## config.mk

```make
export PLATFORM = sky130hd
export DESIGN_NAME = axi_line_master
export DESIGN_NICKNAME = d
export VERILOG_FILES = /design/src/rtl/axi_line_master.sv
export SDC_FILE = /design/constraint.sdc
export NUM_CORES = 1
export LEC_CHECK = 0
export CORE_MARGIN = 5
export CORE_UTILIZATION = 26
export DETAILED_ROUTE_END_ITERATION = 6
export PLACE_DENSITY = 0.79
export SYNTH_ARGS = -nofsm -noshare
export SYNTH_HDL_FRONTEND = slang
export SYNTH_SLANG_ARGS = --single-unit
export TNS_END_PERCENT = 10
```

## constraint.sdc

```tcl
create_clock -name clk -period 1.5 [get_ports clk]
set_clock_uncertainty 0.1 [all_clocks]
set_input_delay 0.3 -clock clk [delete_from_list [all_inputs] [get_ports clk]]
set_output_delay 0.3 -clock clk [all_outputs]
set_load 0.02 [all_outputs]
```

## src/rtl/axi_line_master.sv

```systemverilog
// AXI4 line master: one fixed-length INCR burst per cache-line request,
// a read burst for a fill or a write burst for a writeback. rst is active-low.
module axi_line_master #(
  parameter  int LINE_WORDS = 8,
  localparam int OFF        = $clog2(LINE_WORDS * 4),
  localparam int IW         = $clog2(LINE_WORDS)
) (
  input  logic          clk,
  input  logic          rst,

  input  logic          req_valid,
  output logic          req_ready,
  input  logic          req_write,
  input  logic [31:0]   req_addr,

  output logic [IW-1:0] wr_word_idx,
  input  logic [31:0]   wr_word,

  output logic          rd_word_valid,
  output logic [IW-1:0] rd_word_idx,
  output logic [31:0]   rd_word,

  output logic          done,
  output logic          err,

  output logic          axi_awid,
  output logic [31:0]   axi_awaddr,
  output logic [7:0]    axi_awlen,
  output logic [2:0]    axi_awsize,
  output logic [1:0]    axi_awburst,
  output logic          axi_awvalid,
  input  logic          axi_awready,

  output logic [31:0]   axi_wdata,
  output logic [3:0]    axi_wstrb,
  output logic          axi_wlast,
  output logic          axi_wvalid,
  input  logic          axi_wready,

  input  logic          axi_bid,
  input  logic [1:0]    axi_bresp,
  input  logic          axi_bvalid,
  output logic          axi_bready,

  output logic          axi_arid,
  output logic [31:0]   axi_araddr,
  output logic [7:0]    axi_arlen,
  output logic [2:0]    axi_arsize,
  output logic [1:0]    axi_arburst,
  output logic          axi_arvalid,
  input  logic          axi_arready,

  input  logic          axi_rid,
  input  logic [31:0]   axi_rdata,
  input  logic [1:0]    axi_rresp,
  input  logic          axi_rlast,
  input  logic          axi_rvalid,
  output logic          axi_rready
);

  typedef enum logic [2:0] {
    S_IDLE,
    S_AR,
    S_R,
    S_AW,
    S_W,
    S_B
  } state_t;

  localparam logic [IW-1:0] LAST_IDX = IW'(LINE_WORDS - 1);

  state_t        state, state_nxt;
  logic [IW-1:0] cnt, cnt_nxt;
  logic [31:0]   addr, addr_nxt;
  logic          err_q, err_nxt;
  logic          wrap_q, wrap_nxt;
  logic          done_q, done_nxt;

  logic          unused_inputs;
  assign unused_inputs = ^{axi_bid, axi_rid, req_addr[OFF-1:0]};

  always_ff @(posedge clk or negedge rst) begin
    if (!rst) begin
      state  <= S_IDLE;
      cnt    <= '0;
      addr   <= '0;
      err_q  <= 1'b0;
      wrap_q <= 1'b0;
      done_q <= 1'b0;
    end else begin
      state  <= state_nxt;
      cnt    <= cnt_nxt;
      addr   <= addr_nxt;
      err_q  <= err_nxt;
      wrap_q <= wrap_nxt;
      done_q <= done_nxt;
    end
  end

  always_comb begin
    state_nxt = state;
    cnt_nxt   = cnt;
    addr_nxt  = addr;
    err_nxt   = err_q;
    wrap_nxt  = wrap_q;
    done_nxt  = 1'b0;
    case (state)
      S_IDLE: begin
        if (req_valid) begin
          addr_nxt  = {req_addr[31:OFF], {OFF{1'b0}}};
          cnt_nxt   = '0;
          err_nxt   = 1'b0;
          wrap_nxt  = 1'b0;
          state_nxt = req_write ? S_AW : S_AR;
        end
      end
      S_AR: begin
        if (axi_arready) state_nxt = S_R;
      end
      S_R: begin
        if (axi_rvalid) begin
          cnt_nxt = cnt + IW'(1);
          if (axi_rresp != 2'b00) err_nxt = 1'b1;
          // Once the counter has wrapped the slave is overrunning the line.
          if (wrap_q) err_nxt = 1'b1;
          if (cnt == LAST_IDX) wrap_nxt = 1'b1;
          if (axi_rlast) begin
            if (cnt != LAST_IDX || wrap_q) err_nxt = 1'b1;
            state_nxt = S_IDLE;
            done_nxt  = 1'b1;
          end
        end
      end
      S_AW: begin
        if (axi_awready) state_nxt = S_W;
      end
      S_W: begin
        if (axi_wready) begin
          cnt_nxt = cnt + IW'(1);
          if (cnt == LAST_IDX) state_nxt = S_B;
        end
      end
      S_B: begin
        if (axi_bvalid) begin
          if (axi_bresp != 2'b00) err_nxt = 1'b1;
          state_nxt = S_IDLE;
          done_nxt  = 1'b1;
        end
      end
      default: state_nxt = S_IDLE;
    endcase
  end

  assign req_ready     = (state == S_IDLE);
  assign done          = done_q;
  assign err           = done_q & err_q;

  assign axi_arvalid   = (state == S_AR);
  assign axi_araddr    = addr;
  assign axi_arid      = 1'b0;
  assign axi_arlen     = 8'(LINE_WORDS - 1);
  assign axi_arsize    = 3'b010;
  assign axi_arburst   = 2'b01;

  assign axi_rready    = (state == S_R);
  assign rd_word_valid = axi_rready & axi_rvalid & ~wrap_q;
  assign rd_word_idx   = cnt;
  assign rd_word       = axi_rdata;

  assign axi_awvalid   = (state == S_AW);
  assign axi_awaddr    = addr;
  assign axi_awid      = 1'b0;
  assign axi_awlen     = 8'(LINE_WORDS - 1);
  assign axi_awsize    = 3'b010;
  assign axi_awburst   = 2'b01;

  assign axi_wvalid    = (state == S_W);
  assign wr_word_idx   = cnt;
  assign axi_wdata     = wr_word;
  assign axi_wstrb     = 4'hF;
  assign axi_wlast     = axi_wvalid & (cnt == LAST_IDX);

  assign axi_bready    = (state == S_B);

endmodule

```

==> results of run 1 <==
==> flip-flops by register name, indices dropped and copies added, names as in the netlist <==
| register | flops |
|---|---|
| err_q | 1 |
| done | 1 |
| state | 3 |
| rd_word_idx | 3 |
| axi_araddr | 27 |
| wrap_q | 1 |
==> where the power goes <==
part	internal (mW)	leakage, nW	switching (mW)
registers	1.46	0.430	0.382
logic	2.44	1.23	2.57
clock network	0.373	0.0445	0.341
total	4.28	1.71	3.29
==> logic make-up after synthesis <==
logic type               synth area share, %
buffers and inverters                   40.9
flip-flops                              33.9
AND/OR/NAND/NOR                         6.27
multiplexers                            12.7
AO/OA/AOI/OAI                           5.04
adder cells (fa/ha/maj)                0.942
other                                  0.283
==> synthesized netlist by cell type, drive strengths merged <==
library cell	number
buf	141
dfrtp	36
mux2	27
nand2	7
nor2	7
inv	6
a21oi	4
o21ai	4
and2	3
nor2b	3
o31ai	3
a31oi	2
conb	2
ha	2
nand2b	2
nor3	2
nor3b	2
a211oi	1
a221oi	1
a2bb2oi	1
a32o	1
and3	1
clkbuf	1
mux2i	1
mux4	1
nor4	1
nor4bb	1
o22ai	1
o2bb2ai	1
o32ai	1
or2	1
==> through the flow <==
| step | hold slack [ns] | TNS (ns) | cells | instance area (sq um) | util (%) |
|---|---|---|---|---|---|
| floorplan | -0.0956 | -4.12 | 307 | 2830 | - |
| CTS | 0.398 | -8.35 | 452 | 3450 | 35.0 |
| global route | 0.422 | -11.31 | 455 | 3560 | 36.1 |
| global placement | 0.149 | -11.97 | 435 | 3260 | 33.0 |
| detailed placement | 0.154 | -12.96 | 435 | 3260 | 33.0 |
| finish | 0.407 | -8.58 | 455 | 3560 | 36.1 |
==> path summary, 6_finish.rpt <==
kind / to / cells after the start
worst min register to register: axi_araddr[12]$_DFFE_PN0P_ / 1
worst max-delay path: rd_word_valid / 5
worst max register to register: axi_araddr[27]$_DFFE_PN0P_ / 5
worst min-delay path: axi_araddr[19]$_DFFE_PN0P_ / 2
max in group asynchronous: state[2]$_DFFE_PN0P_ / 3
min in group clk: axi_araddr[12]$_DFFE_PN0P_ / 1
==> worst register-to-register path, delay by kind of cell (launching register included) <==
family | cells | cell delay, ns
buf+inv | 2 | 0.34
flops | 1 | 0.44
mux | 1 | 0.32
simple gates | 2 | 0.44
==> layer usage <==
| metal | share of wire (%) | track usage [%] |
|---|---|---|
| met3 | 8.9 | 3.11 |
| met2 | 51 | 18.6 |
| met4 | 4.2 | 6.24 |
| met1 | 36 | 10.5 |
| met5 | 0 | 0 |
==> final cells by class <==
| cell class | instances | area [sq um] | area share, % |
|---|---|---|---|
| Timing Repair Buffer | 149 | 1370 | 38.5 |
| Multi-Input combinational cell | 123 | 1000 | 28.2 |
| Sequential cell | 36 | 905 | 25.4 |
| Tap cell | 133 | 166 | 4.68 |
| Clock buffer | 7 | 86.3 | 2.43 |
| Inverter | 6 | 22.5 | 0.633 |
| Clock inverter | 1 | 7.51 | 0.211 |
==> repair_timing <==
| action | CTS | global route |
|---|---|---|
| hold buffers | 1 | 0 |
| gates resized for setup | 135 | 35 |
| endpoints found under the hold margin | 16 | 0 |
| buffers inserted | 7 | 2 |
| setup endpoints to repair | 102 | 50 |
| pin swaps | 5 | 4 |
| cloned | 1 | 1 |
==> impl_metrics.csv, run 1 <==
group,metric,value,unit
status,status,"complete, but fails checks",
status,violations,"negative setup slack",
global_routing,grt_pass1_vias,1996,
cts,htree_levels,2,
worst_setup_path,critPathBufInv,2,
global_routing,grt.total_usage,10.3,%
timing,timing.fmax,0.562,GHz
floorplanning,initial_core_util,26.9,%
job,cap_violations,0,
worst_setup_path,path_cells,"buf_12 > nor3b_4 > nand2_2 > nor2_4 > buf_6",
pwr,p_leak,1.71,nW
worst_setup_path,critPathMaxFanout,4,
layout,diodes,0,
global_routing,antenna_found_initial,0,
pwr,p_total,7.57,mW
floorplanning,die_area,12300,sq um
worst_setup_path,slowest_delay,0.44,ns
hold_path,min_path_type,"input pin to asynchronous set/reset pin",
worst_setup_path,critPathLaunchType,"flip-flop",
synthesis,ys_ff_latch,36,
cts,clock_path_buffers,2,
detailed_routing,drtIter0Drc,111,
cts,clk_latency,0.27,ns
synthesis,synth_top_cell_area_share,38.5,%
synthesis,ys_types,36,
worst_setup_path,path_class,"flip-flop to primary output",
place,portBuffers,110,
floorplanning,die-width,111,um
place,dp_slack,-0.483,ns
floorplanning,boundaryPins,288,
worst_setup_path,r2r_slack,-0.26,ns
layout,layout_commonest_cell,"dlygate4sd2_1",
timing,rsz0062_at_grt,"true",
global_routing,grt_pass1_wl,10.4,mm
timing,fin_crit_sh,119,%
synthesis,yosys-top-cells-area,"buf_4 38%, dfrtp_1 34%, mux2_1 11%",
layout,nFillCells,973,
pwr,cellPowerDensity,2130,nW/um^2
timing,fin_crit,1.78,ns
layout,final_nets,435,
detailed_routing,vias,1813,
floorplanning,core.rowCount,36,
cts,clk_pin_slew,0.08,ns
floorplanning,core_area,9860,sq um
worst_setup_path,crit_arrival,1.38,ns
worst_setup_path,worstSetupStartpoint,"state[2]$_DFFE_PN0P_",
global_routing,grt_overflow,0,
detailed_routing,dr.pass1.iters,4,
synthesis,ys.warnings.count,0,
cts,cts_tree,"yes",
global_routing,grt_start_max_net_pins,21,
synthesis,syn-instance-count,267,
worst_setup_path,r2r_start,"state[2]$_DFFE_PN0P_",
detailed_routing,vias_per_cell,3.98,
cts,cts-root-buf,"clkbuf_8",
layout,drive_gt1_share,32.9,%
worst_setup_path,critPathCaptureType,"primary output",
timing,hold_violations,0,
floorplanning,die_y,111,um
detailed_routing,wirelength,6.98,mm
timing,finalMaxSlewViolations,0,
timing,setup_viol,42,
cts,numCtsBuffers,5,
place,globalplace.congestion,0.848,
detailed_routing,wire_per_inst,15.3,um
layout,areaGrowthSynthToFinish,34.0,%
layout,final_cell_mix,"54 x dlygate4sd2_1, 42 x conb_1, 39 x clkdlybuf4s50_1, 33 x dfrtp_1, 33 x buf_4",
synthesis,seq_area_frac_synth,33.9,%
synthesis,syn_area,2660,sq um
synthesis,synth_area_per_cell,9.94,sq um
detailed_routing,drtAntennaViolNets,0,
place,hpwl,5.07,mm
pwr,ir_drop,0.784,mV
worst_setup_path,cp_slowest_cell,"dfrtp_2",
synthesis,yosysTopAreaCell,"buf_4",
worst_setup_path,worst_ep_required_time,1.10,ns
timing,final.setup.worst_slack,-0.279,ns
cts,cts.sinks,36,
detailed_routing,drc,0,
worst_setup_path,crit_family,"flip-flops",
(Power assumes the default switching activity.)
==> run 2: changes to the inputs <==
--- a/config.mk
+++ b/config.mk
@@ -7,6 +7,7 @@
 export LEC_CHECK = 0
 export CORE_MARGIN = 5
 export CORE_UTILIZATION = 26
+export CTS_CLUSTER_DIAMETER = 120
 export DETAILED_ROUTE_END_ITERATION = 6
 export PLACE_DENSITY = 0.79
 export SYNTH_ARGS = -nofsm -noshare
==> results of run 2 <==
The final DEF is identical to that of run 1; final timing and power are the same.
==> run 3: changes to the inputs <==
--- a/config.mk
+++ b/config.mk
@@ -5,6 +5,7 @@
 export SDC_FILE = /design/constraint.sdc
 export NUM_CORES = 1
 export LEC_CHECK = 0
+export CAP_MARGIN = 10
 export CORE_MARGIN = 5
 export CORE_UTILIZATION = 26
 export CTS_CLUSTER_DIAMETER = 120
==> results of run 3 <==
The final DEF is identical to that of run 1; final timing and power are the same.
